==> config.mk <==
export PLATFORM = sky130hd
export DESIGN_NAME = showcase_ram_arbiter
export DESIGN_NICKNAME = d
export VERILOG_FILES = /design/src/rtl/showcase_ram_arbiter.sv
export SDC_FILE = /design/constraint.sdc
export NUM_CORES = 1
export LEC_CHECK = 0
export CAP_MARGIN = 20
export CORE_ASPECT_RATIO = 0.7
export CORE_MARGIN = 1.5
export CORE_UTILIZATION = 56
export DETAILED_ROUTE_END_ITERATION = 10
export GPL_TIMING_DRIVEN = 0
export PLACE_DENSITY_LB_ADDON = 0.1
export SLEW_MARGIN = 40
export SYNTH_ARGS = -nofsm -noshare
export SYNTH_HDL_FRONTEND = slang
export SYNTH_SLANG_ARGS = --single-unit
==> constraint.sdc <==
create_clock -name clk -period 4.7 [get_ports clk]
set_clock_uncertainty 0.15 [all_clocks]
set_input_delay 0.94 -clock clk [delete_from_list [all_inputs] [get_ports clk]]
set_output_delay 0.94 -clock clk [all_outputs]
set_load 0.005 [all_outputs]
==> src/rtl/showcase_ram_arbiter.sv <==
// Round-robin arbiter for two valid/ready requesters sharing a small scratch RAM.
// One RAM access per granted request; the response is held until the owner consumes it.
module showcase_ram_arbiter #(
  parameter int unsigned DATA_WIDTH = 8,
  parameter int unsigned ADDR_WIDTH = 2
) (
  input  logic                  clk,
  input  logic                  rst_n,
  input  logic                  req0_valid,
  output logic                  req0_ready,
  input  logic                  req0_we,
  input  logic [ADDR_WIDTH-1:0] req0_addr,
  input  logic [DATA_WIDTH-1:0] req0_data,
  input  logic                  req1_valid,
  output logic                  req1_ready,
  input  logic                  req1_we,
  input  logic [ADDR_WIDTH-1:0] req1_addr,
  input  logic [DATA_WIDTH-1:0] req1_data,
  output logic                  resp0_valid,
  input  logic                  resp0_ready,
  output logic [DATA_WIDTH-1:0] resp0_data,
  output logic                  resp1_valid,
  input  logic                  resp1_ready,
  output logic [DATA_WIDTH-1:0] resp1_data,
  output logic                  busy
);

  localparam int unsigned Depth = 2 ** ADDR_WIDTH;

  typedef enum logic [1:0] {StIdle, StAccess, StResp} state_e;

  state_e                state_q, state_d;
  logic                  last_grant_q, last_grant_d;
  logic                  owner_q, owner_d;
  logic                  we_q, we_d;
  logic [ADDR_WIDTH-1:0] addr_q, addr_d;
  logic [DATA_WIDTH-1:0] wdata_q, wdata_d;
  logic [DATA_WIDTH-1:0] rdata_q, rdata_d;
  logic [DATA_WIDTH-1:0] mem_q [Depth];
  logic [DATA_WIDTH-1:0] mem_d [Depth];

  logic grant;
  logic idle;
  logic handshake;
  logic owner_resp_ready;

  // On a tie the requester that did not win last time gets the grant.
  always_comb begin
    grant = 1'b0;
    if (req0_valid && req1_valid) begin
      grant = ~last_grant_q;
    end else if (req1_valid) begin
      grant = 1'b1;
    end
  end

  assign idle       = (state_q == StIdle);
  assign req0_ready = idle & req0_valid & ~grant;
  assign req1_ready = idle & req1_valid & grant;
  assign handshake  = req0_ready | req1_ready;

  assign owner_resp_ready = owner_q ? resp1_ready : resp0_ready;

  always_comb begin
    state_d      = state_q;
    last_grant_d = last_grant_q;
    owner_d      = owner_q;
    we_d         = we_q;
    addr_d       = addr_q;
    wdata_d      = wdata_q;
    rdata_d      = rdata_q;
    mem_d        = mem_q;
    case (state_q)
      StIdle: begin
        if (handshake) begin
          owner_d      = grant;
          last_grant_d = grant;
          we_d         = grant ? req1_we   : req0_we;
          addr_d       = grant ? req1_addr : req0_addr;
          wdata_d      = grant ? req1_data : req0_data;
          state_d      = StAccess;
        end
      end
      StAccess: begin
        if (we_q) begin
          mem_d[addr_q] = wdata_q;
          rdata_d       = wdata_q;
        end else begin
          rdata_d = mem_q[addr_q];
        end
        state_d = StResp;
      end
      StResp: begin
        if (owner_resp_ready) begin
          state_d = StIdle;
        end
      end
      default: state_d = StIdle;
    endcase
  end

  // Reset also clears the RAM, so an in-flight write is discarded.
  always_ff @(posedge clk or negedge rst_n) begin
    if (!rst_n) begin
      state_q      <= StIdle;
      last_grant_q <= 1'b1;
      owner_q      <= 1'b0;
      we_q         <= 1'b0;
      addr_q       <= '0;
      wdata_q      <= '0;
      rdata_q      <= '0;
      mem_q        <= '{default: '0};
    end else begin
      state_q      <= state_d;
      last_grant_q <= last_grant_d;
      owner_q      <= owner_d;
      we_q         <= we_d;
      addr_q       <= addr_d;
      wdata_q      <= wdata_d;
      rdata_q      <= rdata_d;
      mem_q        <= mem_d;
    end
  end

  assign resp0_valid = (state_q == StResp) & ~owner_q;
  assign resp1_valid = (state_q == StResp) & owner_q;
  assign resp0_data  = resp0_valid ? rdata_q : '0;
  assign resp1_data  = resp1_valid ? rdata_q : '0;
  assign busy        = ~idle;

endmodule

# ---- Yosys cells after proc, flatten, opt, wreduce, memory -nomap -nowiden
# Index checks and enable logic that the tools add are counted.
dict set report word_totals {
  regBits 55
  latch_bits 0
  ram_bits 0
  romBits 0
  output_inout_bits 21
  memories 0
}
dict set report classes {
  n_addsub 0
  mul 0
  div_mod_pow 0
  order_cmp 2
  n_eq_ne 4
  n_shift 0
  n_mux 18
  bitwise_logic 12
  reduce_logical 6
}
# cell n
set ops {}
lappend ops {{$mux W8} 7}
lappend ops {{$bwmux W32} 1}
lappend ops {{$bmux W8 S2} 1}
lappend ops {{$demux W8 S2} 1}
lappend ops {{$and A1 B1 Y1} 6}
lappend ops {{$mux W2} 3}
lappend ops {{$pmux W2 S3} 1}
lappend ops {{$reduce_and A2 Y1} 3}
lappend ops {{$mux W1} 4}
lappend ops {{$not A1 Y1} 4}
lappend ops {{$ge A3 B3 Y1 const B} 1}
lappend ops {{$lt A3 B1 Y1 const B} 1}
lappend ops {{$not A2 Y3} 1}
lappend ops {{$eq A2 B1 Y1 const B} 1}
lappend ops {{$eq A2 B2 Y1 const B} 1}
lappend ops {{$logic_and A1 B1 Y1} 2}
lappend ops {{$logic_not A2 Y1} 1}
lappend ops {{$ne A2 B1 Y1 const B} 1}
lappend ops {{$ne A2 B2 Y1 const B} 1}
lappend ops {{$or A1 B1 Y1} 1}

# ---- Logic depth before layout (Yosys ltp)
# Gate-level depths: netlist of run 1.
dict set report logic_depth {
  depth_word 7
  mapped_depth 5
}

# ---- Least setup slack after synthesis of run 1
# No wires, ideal clock.
dict set report synth_path {
  path_kind {input -> output}
  start {input port req1_valid}
  end {output port req1_ready}
  arrival_ns 1.477
  required_time_ns 3.610
  path_slack_ns 2.133
  cell_stages 3
  n_path_buf 1
  path_cell_list {a21boi_2 -> buf_6 -> and2_1}
}
dict set report synth_between {
  elab_chain_cells 3
  word_cells_on_any_way 5
  classes_between {mux (2); bitwise (2); reduce/logical (1)}
}
# item line
set synth_rtl {}
lappend synth_rtl {{start: declaration} 14} ;# input logic req1_valid,
lappend synth_rtl {{$mux W1 or $logic_and A1 B1 Y1 (tied branches)} {52, 50}}
lappend synth_rtl {{$mux W1} 50} ;# if (req0_valid && req1_valid) begin
lappend synth_rtl {{$and A1 B1 Y1 (*)} 59} ;# assign req1_ready = idle & req1_valid & grant;
lappend synth_rtl {{end: declaration} 15} ;# output logic req1_ready,
# Every way passes the cells marked *; elsewhere a longest branch is shown, timed or not.

# ---- Worst setup path after layout of run 1
# Ends and elaborated chain as after synthesis.

==> results of run 1 <==
metal layers:
metal  routed length, um  vias up
met1                2370      867
li1                    -      793
met5                   0        -
met3                 326       13
met2                2500       63
met4                 118        0
logic make-up (layout without fill, tap and decap cells):
family          Yosys count  after routing  synth area share
compound gates           14             14            0.0308
buf+inv                  12             69            0.0275
flops                    55             55             0.513
mux                      71             71             0.339
simple gates             36             36            0.0895
layout make-up:
class,count,area [sq um],share of cell area
Clock inverter,2,16.3,0.00486
Buffer,9,62.6,0.0187
Clock buffer,6,82.6,0.0247
Inverter,3,11.3,0.00336
Tap cell,55,68.8,0.0205
Multi-Input combinational cell,121,1230,0.368
Timing Repair Buffer,49,498,0.149
Sequential cell,55,1380,0.411
power by group through the flow:
stage / clock network (mW) / registers (mW) / logic [mW]
finish: 0.279 / 0.883 / 0.872
global route: 0.302 / 0.920 / 0.949
CTS: 0.284 / 0.880 / 0.885
detailed placement: 0 / 0.891 / 0.882
global placement: 0 / 0.860 / 0.848
floorplan: 0 / 0.827 / 0.636
worst register-to-register path: stages, from the launching register on:
cell and delay [ps]:
dfrtp_1 450, buf_6 220, mux4_1 560, mux2i_1 200, a21oi_1 100
worst max-delay path by stage:
stage	from	slack [ps]	end
2_1_floorplan	req1_valid	2130	req1_ready
3_3_place_gp	req1_valid	1040	req1_ready
3_5_place_dp	req1_valid	1020	req1_ready
4_1_cts	req1_valid	1010	req1_ready
5_1_grt	req1_valid	940	req1_ready
6_report	req1_valid	1010	req1_ready
layout by cell type (no fill, tap or decap), types with 2 or more instances in the layout:
master / n
a21oi_1: 9
and2_1: 17
buf_2: 5
buf_4: 3
buf_6: 2
clkbuf_8: 6
clkdlybuf4s50_1: 47
dfrtp_1: 54
inv_1: 3
mux2_1: 8
mux2_2: 47
mux2i_1: 8
mux4_1: 8
nor2_1: 11
registers in the layout (all words and copies together) (netlist names):
register	cells
wdata_q	8
rdata_q	8
mem_q	32
we_q	1
addr_q	2
state_q	2
owner_q	1
last_grant_q	1
==> out/results.tsv, run 1 <==
stage	metric	value	unit
run_status	status	finished, final reports clean	
timing	Fmax	271	MHz
timing	Final setup viols	0	
setup_path	Most common cell on crit path	clkdlybuf4s50_1	
final_layout	fillers	302	
synth	Cells after Synth	188	
route	DR DRC count	0	
final_layout	synthesis-to-layout area growth	24.8	%
final_layout	# diodes	0	
global_routing	met2 usage	0.371	
clock_network	clk buf depth	2	
synth	flops & latches, synth	55	
floorplan	I/O pin count	49	
clock_network	root buffer cell	clkbuf_8	
synth	area leader, netlist	dfrtp_1	
route	DR vias/cell	5.79	
setup_path	worst r2r src	addr_q[0]	
final_layout	non-filler cells, final	300	
synth	synth cell count leaders	dfrtp_1, mux2_2, and2_1, nor2_1, a21oi_1	
floorplan	row count	20	
floorplan	full die area	5220	sq um
synth	yosys warns	0	
setup_path	FF-to-FF End	rdata_q[5]	
route	drt first pass iters	4	
clock_network	htree depth	2	
clock_network	Clock Latency Late Sink	320	ps
global_routing	gr busiest metal	met2	
route	DRT iter0 DRCs	83	
setup_path	crit start category	input port	
route	routed length per instance	17.7	um
route	vias post-DR	1736	
route	final wirelength	5320	um
clock_network	post-CTS setup buffer count	0	
global_routing	vias in the first global route	1722	
synth	Post-synth EDFFs	0	
power	Clk pwr share	0.137	
clock_network	CTS tree	yes	
power	total power	2.03	mW
timing	Setup TNS Final	0	ps
place	DP Area	3250	sq um
setup_path	crit path buf inv count	3	
synth	synthesized area per cell	14.3	sq um
synth	ys async rst share	1.00	
power	Int Power	1.35	mW
power	NetSw	0.683	mW
synth	ys flop type	dfrtp_1	
setup_path	Worst R2R Setup Slack	2900	ps
setup_path	Worst Path Arrival	2600	ps
final_layout	final net count	272	
global_routing	total congestion overflow	0	
floorplan	die extent in x	85.7	um
final_layout	share of cells above drive strength 1	0.298	
synth	sequential-to-total area share from yosys stat	0.513	
setup_path	Critical Path Fanout Max	10	
timing	Min Hold Slack	341	ps
floorplan	die height	60.9	um
setup_path	slowest stage delay, CP	500	ps
floorplan	Core ar.	4480	sq um
timing	max-slew violations	0	
global_routing	pin count of the biggest net entering global routing	37	
worst_hold_path	HP Class	in2async	
setup_path	CP Class	in2out	
synth	share of the synthesized area in the top cell type	0.503	
timing	Fin. Hold Viols	0	
setup_path	CP Cell Sequence	clkdlybuf4s50_1, a21boi_2, buf_6, and2_1, clkdlybuf4s50_1	
timing	period utilization	0.785	
global_routing	first-pass GRT wire length	8610	um
setup_path	CP max-delay cell	clkdlybuf4s50_1	
timing	actual slew at the worst max-slew pin	534	ps
global_routing	GRT Util Overall	0.229	
clock_network	# resized after CTS	0	
place	Post-Place Setup Slack	1020	ps
timing	minimum clock period	3690	ps
setup_path	Top delay family on crit path	buffers and inverters	
setup_path	WP data required	3610	ps
global_routing	initial antenna violation count	0	
timing	RSZ-0062 raised after global routing	false	
timing	slew margin rel.	0.643	
timing	setup ws final	1010	ps
flow_run	max_cap viols	0	
synth	Post-Syn Area	2680	sq um
clock_network	# clock sinks	55	
synth	most common cell in the netlist	dfrtp_1	
synth	Netlist cell types	26	
place	number of port buffers	48	
route	Post-DRT Antenna Nets	0	
clock_network	hold_buf cts	0	
power	Power Dens Cells	607	nW/um^2
power	Max VDD drop	0.266	mV
place	final RePlAce weighted congestion	0.812	
setup_path	FF-to-FF path depth	4	
setup_path	WP depth	5	
synth	Synth area leaders	dfrtp_1, mux2_2, mux4_1, and2_1, mux2_1	
final_layout	Final Core Density	0.748	
place	DP HPWL	3800	um
synth	syn_nets	216	
power	static leakage	1.48	nW
power	Flop pwr share	0.434	
place	# placed instances	292	
floorplan	initial core utilization	0.599	
setup_path	CP endpoint kind	primary output	
clock_network	Worst-path clk slew	100	ps
clock_network	CTS buffer count	5	
power	sw frac	0.335	
global_routing	met1 Use GR	0.305	
final_layout	Finished Cell Area	3350	sq um
power	Combinational Power Share	0.429	
global_routing	met3 usage	0.0517	
Note: power is estimated with default switching activity, not from simulation.
==> run 2: changes to the inputs <==
--- a/config.mk
+++ b/config.mk
@@ -8,7 +8,7 @@
 export CAP_MARGIN = 20
 export CORE_ASPECT_RATIO = 0.7
 export CORE_MARGIN = 1.5
-export CORE_UTILIZATION = 56
+export CORE_UTILIZATION = 47
 export DETAILED_ROUTE_END_ITERATION = 10
 export GPL_TIMING_DRIVEN = 0
 export PLACE_DENSITY_LB_ADDON = 0.1
==> constraint.sdc (replaced) <==
create_clock -name clk -period 3.38 [get_ports clk]
set_clock_uncertainty 0.15 [all_clocks]
set_input_delay 0.676 -clock clk [delete_from_list [all_inputs] [get_ports clk]]
set_output_delay 0.676 -clock clk [all_outputs]
set_load 0.005 [all_outputs]
==> out/results.tsv, run 2 (synthesis results as in run 1) <==
stage	metric	value	unit	change
run_status	status	finished, final reports clean		
power	Clk pwr share	0.145		+0.008
final_layout	biggest regs	mem_q: 32 flops, rdata_q: 8 flops, wdata_q: 8 flops		
setup_path	FF-to-FF path depth	4		unchanged
final_layout	Top reg by flops	mem_q		
timing	period utilization	0.933		
final_layout	final net count	272		unchanged
global_routing	vias in the first global route	1657		-3.8%
final_layout	commonest cells after routing, fill and taps aside	dfrtp_1, mux2_2, clkdlybuf4s50_1		
floorplan	row count	22		+10%
setup_path	Critical Path Fanout Max	10		unchanged
setup_path	crit path buf inv count	3		unchanged
power	Combinational Power Share	0.426		-0.003
floorplan	full die area	6180	sq um	+18%
floorplan	Core ar.	5370	sq um	+20%
route	routed length per instance	16.6	um	-6.4%
timing	Final setup viols	0		unchanged
setup_path	Most common cell on crit path	clkdlybuf4s50_1		
power	sw frac	0.323		-0.0127
setup_path	CP Cell Sequence	clkdlybuf4s50_1, a21boi_2, buf_6, and2_1, clkdlybuf4s50_1		
final_layout	share of cells above drive strength 1	0.291		-0.00698
clock_network	Worst-path clk slew	90	ps	about the same
final_layout	# diodes	0		unchanged
place	number of port buffers	48		unchanged
timing	setup ws final	226	ps	-785 ps
place	DP HPWL	3660	um	-3.7%
setup_path	CP Class	in2out		
setup_path	Top delay family on crit path	buffers and inverters		
global_routing	initial antenna violation count	0		unchanged
timing	Fin. Hold Viols	0		unchanged
clock_network	post-CTS setup buffer count	0		unchanged
clock_network	hold_buf cts	0		unchanged
clock_network	Clock Latency Late Sink	300	ps	-20 ps
final_layout	non-filler cells, final	316		+5.3%
timing	Min Hold Slack	139	ps	-202 ps
clock_network	clk buf depth	2		unchanged
final_layout	Finished Cell Area	3370	sq um	+0.75%
floorplan	initial core utilization	0.500		-0.0992
setup_path	slowest stage delay, CP	500	ps	about the same
setup_path	crit start category	input port		
place	# placed instances	309		+5.8%
final_layout	synthesis-to-layout area growth	25.7	%	
setup_path	CP max-delay cell	clkdlybuf4s50_1		
global_routing	pin count of the biggest net entering global routing	31		-16%
setup_path	WP depth	5		unchanged
power	Power Dens Cells	844	nW/um^2	+39%
timing	minimum clock period	3150	ps	
power	NetSw	0.920	mW	+35%
route	DRT iter0 DRCs	45		-46%
final_layout	most common cell after layout, fill and taps aside	dfrtp_1		
global_routing	first-pass GRT wire length	8620	um	about the same
timing	actual slew at the worst max-slew pin	426	ps	-108 ps
route	DR vias/cell	5.39		-6.9%
power	Flop pwr share	0.429		-0.005
place	Post-Place Setup Slack	209	ps	-810 ps
global_routing	total congestion overflow	0		unchanged
floorplan	die extent in x	93.3	um	+8.8%
route	final wirelength	5240	um	-1.4%
clock_network	root buffer cell	clkbuf_8		
clock_network	# clock sinks	55		unchanged
setup_path	Worst Path Arrival	2330	ps	-270 ps
timing	RSZ-0062 raised after global routing	false		
power	static leakage	1.48	nW	+0.26%
power	Int Power	1.93	mW	+43%
flow_run	max_cap viols	0		unchanged
global_routing	GRT Util Overall	0.190		-0.0392
floorplan	I/O pin count	49		unchanged
final_layout	Final Core Density	0.629		-0.119
floorplan	die height	66.2	um	+8.7%
route	DR DRC count	0		unchanged
setup_path	CP endpoint kind	primary output		
clock_network	CTS buffer count	5		unchanged
place	DP Area	3270	sq um	+0.65%
route	drt first pass iters	4		unchanged
clock_network	# resized after CTS	0		unchanged
final_layout	fillers	443		+47%
timing	Fmax	317	MHz	
timing	Setup TNS Final	0	ps	unchanged
place	final RePlAce weighted congestion	0.706		-13%
clock_network	htree depth	2		unchanged
setup_path	worst r2r src	addr_q[0]		
power	Max VDD drop	0.363	mV	+37%
setup_path	WP data required	2550	ps	-1060 ps
route	Post-DRT Antenna Nets	0		unchanged
timing	slew margin rel.	0.715		+0.0720
clock_network	CTS tree	yes		
setup_path	FF-to-FF End	rdata_q[5]		
timing	max-slew violations	0		unchanged
route	vias post-DR	1702		-2.0%
power	total power	2.85	mW	+40%
final_layout	max FFs per register	32		unchanged
worst_hold_path	HP Class	in2async		
setup_path	Worst R2R Setup Slack	1590	ps	-1310 ps
## run 2: cell types whose count changed in the layout (fill, tap and decap cells not counted), sizes merged
cell      delta
bufinv       +1
clkinv       -1
clkinvlp     -1
## run 2: cell type report
| cell class | instances | area [sq um] | area share |
|---|---|---|---|
| Sequential cell | 55 | 1380 | 0.408 |
| Multi-Input combinational cell | 121 | 1230 | 0.365 |
| Timing Repair Buffer | 49 | 498 | 0.148 |
| Tap cell | 72 | 90.1 | 0.0267 |
| Clock buffer | 6 | 72.6 | 0.0215 |
| Buffer | 9 | 62.6 | 0.0185 |
| Clock inverter | 1 | 30.0 | 0.00890 |
| Inverter | 3 | 11.3 | 0.00334 |
## run 2: worst max path at each step
| stage | start | end | slack, ps |
|---|---|---|---|
| floorplan | req1_valid | req1_ready | 1340 |
| CTS | req1_valid | req1_ready | 200 |
| global placement | rst_n | owner_q | -220 |
| finish | req1_valid | req1_ready | 230 |
| detailed placement | req1_valid | req1_ready | 210 |
| global route | req1_valid | req1_ready | 110 |
## run 2: layer usage
layer / track usage / routed length [um] / part of all wire
met1: 0.245 / 2490 / 0.47
met2: 0.319 / 2440 / 0.46
met3: 0.0437 / 264 / 0.050
met4: 0.0568 / 52 / 0.0099
met5: 0 / 0 / 0
## run 2: worst register-to-register path: stages, from the launching register on
cell     delay [ps]
dfrtp_1         420
buf_6           210
mux4_1          580
mux2i_1         220
a21oi_1         100
## run 2: power groups by stage
stage               sequential (mW)  combinational [mW]  clock [mW]
detailed placement             1.24                1.22           0
floorplan                      1.15               0.884           0
global route                   1.27                1.32       0.452
global placement               1.22                1.19           0
finish                         1.22                1.21       0.414
CTS                            1.22                1.23       0.426
==> run 3: changes to the inputs <==
--- a/config.mk
+++ b/config.mk
@@ -7,7 +7,7 @@
 export LEC_CHECK = 0
 export CAP_MARGIN = 20
 export CORE_ASPECT_RATIO = 0.7
-export CORE_MARGIN = 1.5
+export CORE_MARGIN = 3
 export CORE_UTILIZATION = 47
 export DETAILED_ROUTE_END_ITERATION = 10
 export GPL_TIMING_DRIVEN = 0
==> out/results.tsv, run 3 (synthesis results as in run 1) <==
stage	metric	value	unit	change
place	number of port buffers	48		unchanged
final_layout	biggest regs	mem_q: 32 flops, rdata_q: 8 flops, wdata_q: 8 flops		
final_layout	max FFs per register	32		unchanged
global_routing	vias in the first global route	1695		+2.3%
run_status	status	finished, final reports clean		
final_layout	# diodes	0		unchanged
setup_path	Worst Path Arrival	2390	ps	+60 ps
power	total power	2.78	mW	-2.3%
power	NetSw	0.911	mW	-0.99%
timing	max-slew violations	0		unchanged
timing	period utilization	0.950		+0.0171
setup_path	CP endpoint kind	primary output		
clock_network	clk buf depth	2		unchanged
final_layout	share of cells above drive strength 1	0.295		+0.00410
clock_network	root buffer cell	clkbuf_8		
floorplan	initial core utilization	0.500		unchanged
final_layout	Multi-input gate area	1230	sq um	unchanged
route	DR DRC count	0		unchanged
final_layout	most common cell after layout, fill and taps aside	dfrtp_1		
setup_path	WP data required	2550	ps	about the same
place	Post-Place Setup Slack	135	ps	-73.7 ps
place	DP HPWL	3820	um	+4.5%
setup_path	Setup crit start	req1_valid		
route	final wirelength	5500	um	+5.0%
route	Post-DRT Antenna Nets	0		unchanged
floorplan	die height	69.2	um	+4.5%
clock_network	htree depth	2		unchanged
setup_path	slowest stage delay, CP	510	ps	about the same
global_routing	GRT Util Overall	0.181		-0.00877
clock_network	# resized after CTS	0		unchanged
floorplan	row count	22		unchanged
final_layout	non-filler cells, final	316		unchanged
route	routed length per instance	17.4	um	+5.0%
setup_path	worst r2r src	addr_q[0]		
clock_network	post-CTS setup buffer count	0		unchanged
route	DRT iter0 DRCs	92		+100%
floorplan	Core ar.	5370	sq um	unchanged
place	final RePlAce weighted congestion	0.707		about the same
setup_path	CP Cell Sequence	clkdlybuf4s50_1, a21boi_2, buf_6, and2_1, clkdlybuf4s50_1		
setup_path	crit start category	input port		
final_layout	synthesis-to-layout area growth	25.2	%	
global_routing	total congestion overflow	0		unchanged
worst_hold_path	HP Class	in2async		
power	Power Dens Cells	829	nW/um^2	-1.9%
flow_run	max_cap viols	0		unchanged
timing	Fmax	311	MHz	-1.8%
timing	slew margin rel.	0.528		-0.186
global_routing	initial antenna violation count	0		unchanged
place	# placed instances	309		unchanged
timing	actual slew at the worst max-slew pin	705	ps	+278 ps
final_layout	commonest cells after routing, fill and taps aside	dfrtp_1, mux2_2, clkdlybuf4s50_1		
setup_path	Worst R2R Setup Slack	1630	ps	+40 ps
clock_network	# clock sinks	55		unchanged
power	Flop pwr share	0.437		+0.008
final_layout	Top reg by flops	mem_q		
timing	setup ws final	168	ps	-57.9 ps
clock_network	Clock Latency Late Sink	300	ps	about the same
timing	Fin. Hold Viols	0		unchanged
clock_network	hold_buf cts	0		unchanged
timing	RSZ-0062 raised after global routing	false		
setup_path	Most common cell on crit path	clkdlybuf4s50_1		
setup_path	CP max-delay cell	clkdlybuf4s50_1		
floorplan	die extent in x	96.3	um	+3.2%
route	drt first pass iters	4		unchanged
setup_path	CP Class	in2out		
setup_path	crit path buf inv count	3		unchanged
setup_path	Critical Path Fanout Max	10		unchanged
final_layout	area occupied by registers	1380	sq um	unchanged
final_layout	fillers	448		+1.1%
final_layout	final net count	272		unchanged
timing	minimum clock period	3210	ps	+57.9 ps
global_routing	pin count of the biggest net entering global routing	38		+23%
global_routing	first-pass GRT wire length	9000	um	+4.5%
power	Max VDD drop	0.384	mV	+5.6%
clock_network	Worst-path clk slew	90	ps	about the same
power	Combinational Power Share	0.433		+0.007
floorplan	I/O pin count	49		unchanged
power	sw frac	0.327		+0.00438
power	Int Power	1.87	mW	-2.9%
timing	Min Hold Slack	88.1	ps	-50.6 ps
power	static leakage	1.48	nW	-0.28%
setup_path	Top delay family on crit path	buffers and inverters		
floorplan	full die area	6670	sq um	+7.9%
clock_network	CTS buffer count	5		unchanged
route	vias post-DR	1678		-1.4%
power	Clk pwr share	0.129		-0.016
timing	Final setup viols	0		unchanged
route	DR vias/cell	5.31		-1.4%
clock_network	CTS tree	yes		
[run 3: worst paths after layout]
path,depth (start not counted),endpoint
worst min register to register,1,mem_q[16]
worst min-delay path,1,mem_q[3]
max in group asynchronous,2,last_grant_q
worst max-delay path,5,req1_ready
worst max register to register,4,rdata_q[2]
min in group clk,1,mem_q[16]
[run 3: power groups by stage]
stage / clock network (mW) / registers (mW) / logic [mW]
global placement: 0 / 1.22 / 1.20
floorplan: 0 / 1.15 / 0.884
detailed placement: 0 / 1.23 / 1.22
CTS: 0.373 / 1.22 / 1.23
finish: 0.360 / 1.22 / 1.21
global route: 0.400 / 1.26 / 1.32
[run 3: final cells by class]
cell class              instances  share of cell area
clock buffers                   6              0.0246
plain buffers                   9              0.0186
well taps                      72              0.0268
inverters                       3             0.00335
repair buffers                 49               0.148
multi-input cells             121               0.367
flip-flops and latches         55               0.410
clock inverters                 1             0.00149
[run 3: metal layers]
metal | wire, um | global-route usage
met4 | 44 | 0.0420
met5 | 0 | 0
met1 | 2710 | 0.279
met2 | 2480 | 0.262
met3 | 269 | 0.0390
[run 3: through the flow]
step / setup TNS, ps / instance area, sq um / util
after floorplan: 0 / 2680 / -
after global placement: -13550 / 3250 / 0.606
after detailed placement: 0 / 3270 / 0.610
after CTS: 0 / 3360 / 0.626
after global routing: 0 / 3360 / 0.626
final: 0 / 3360 / 0.626
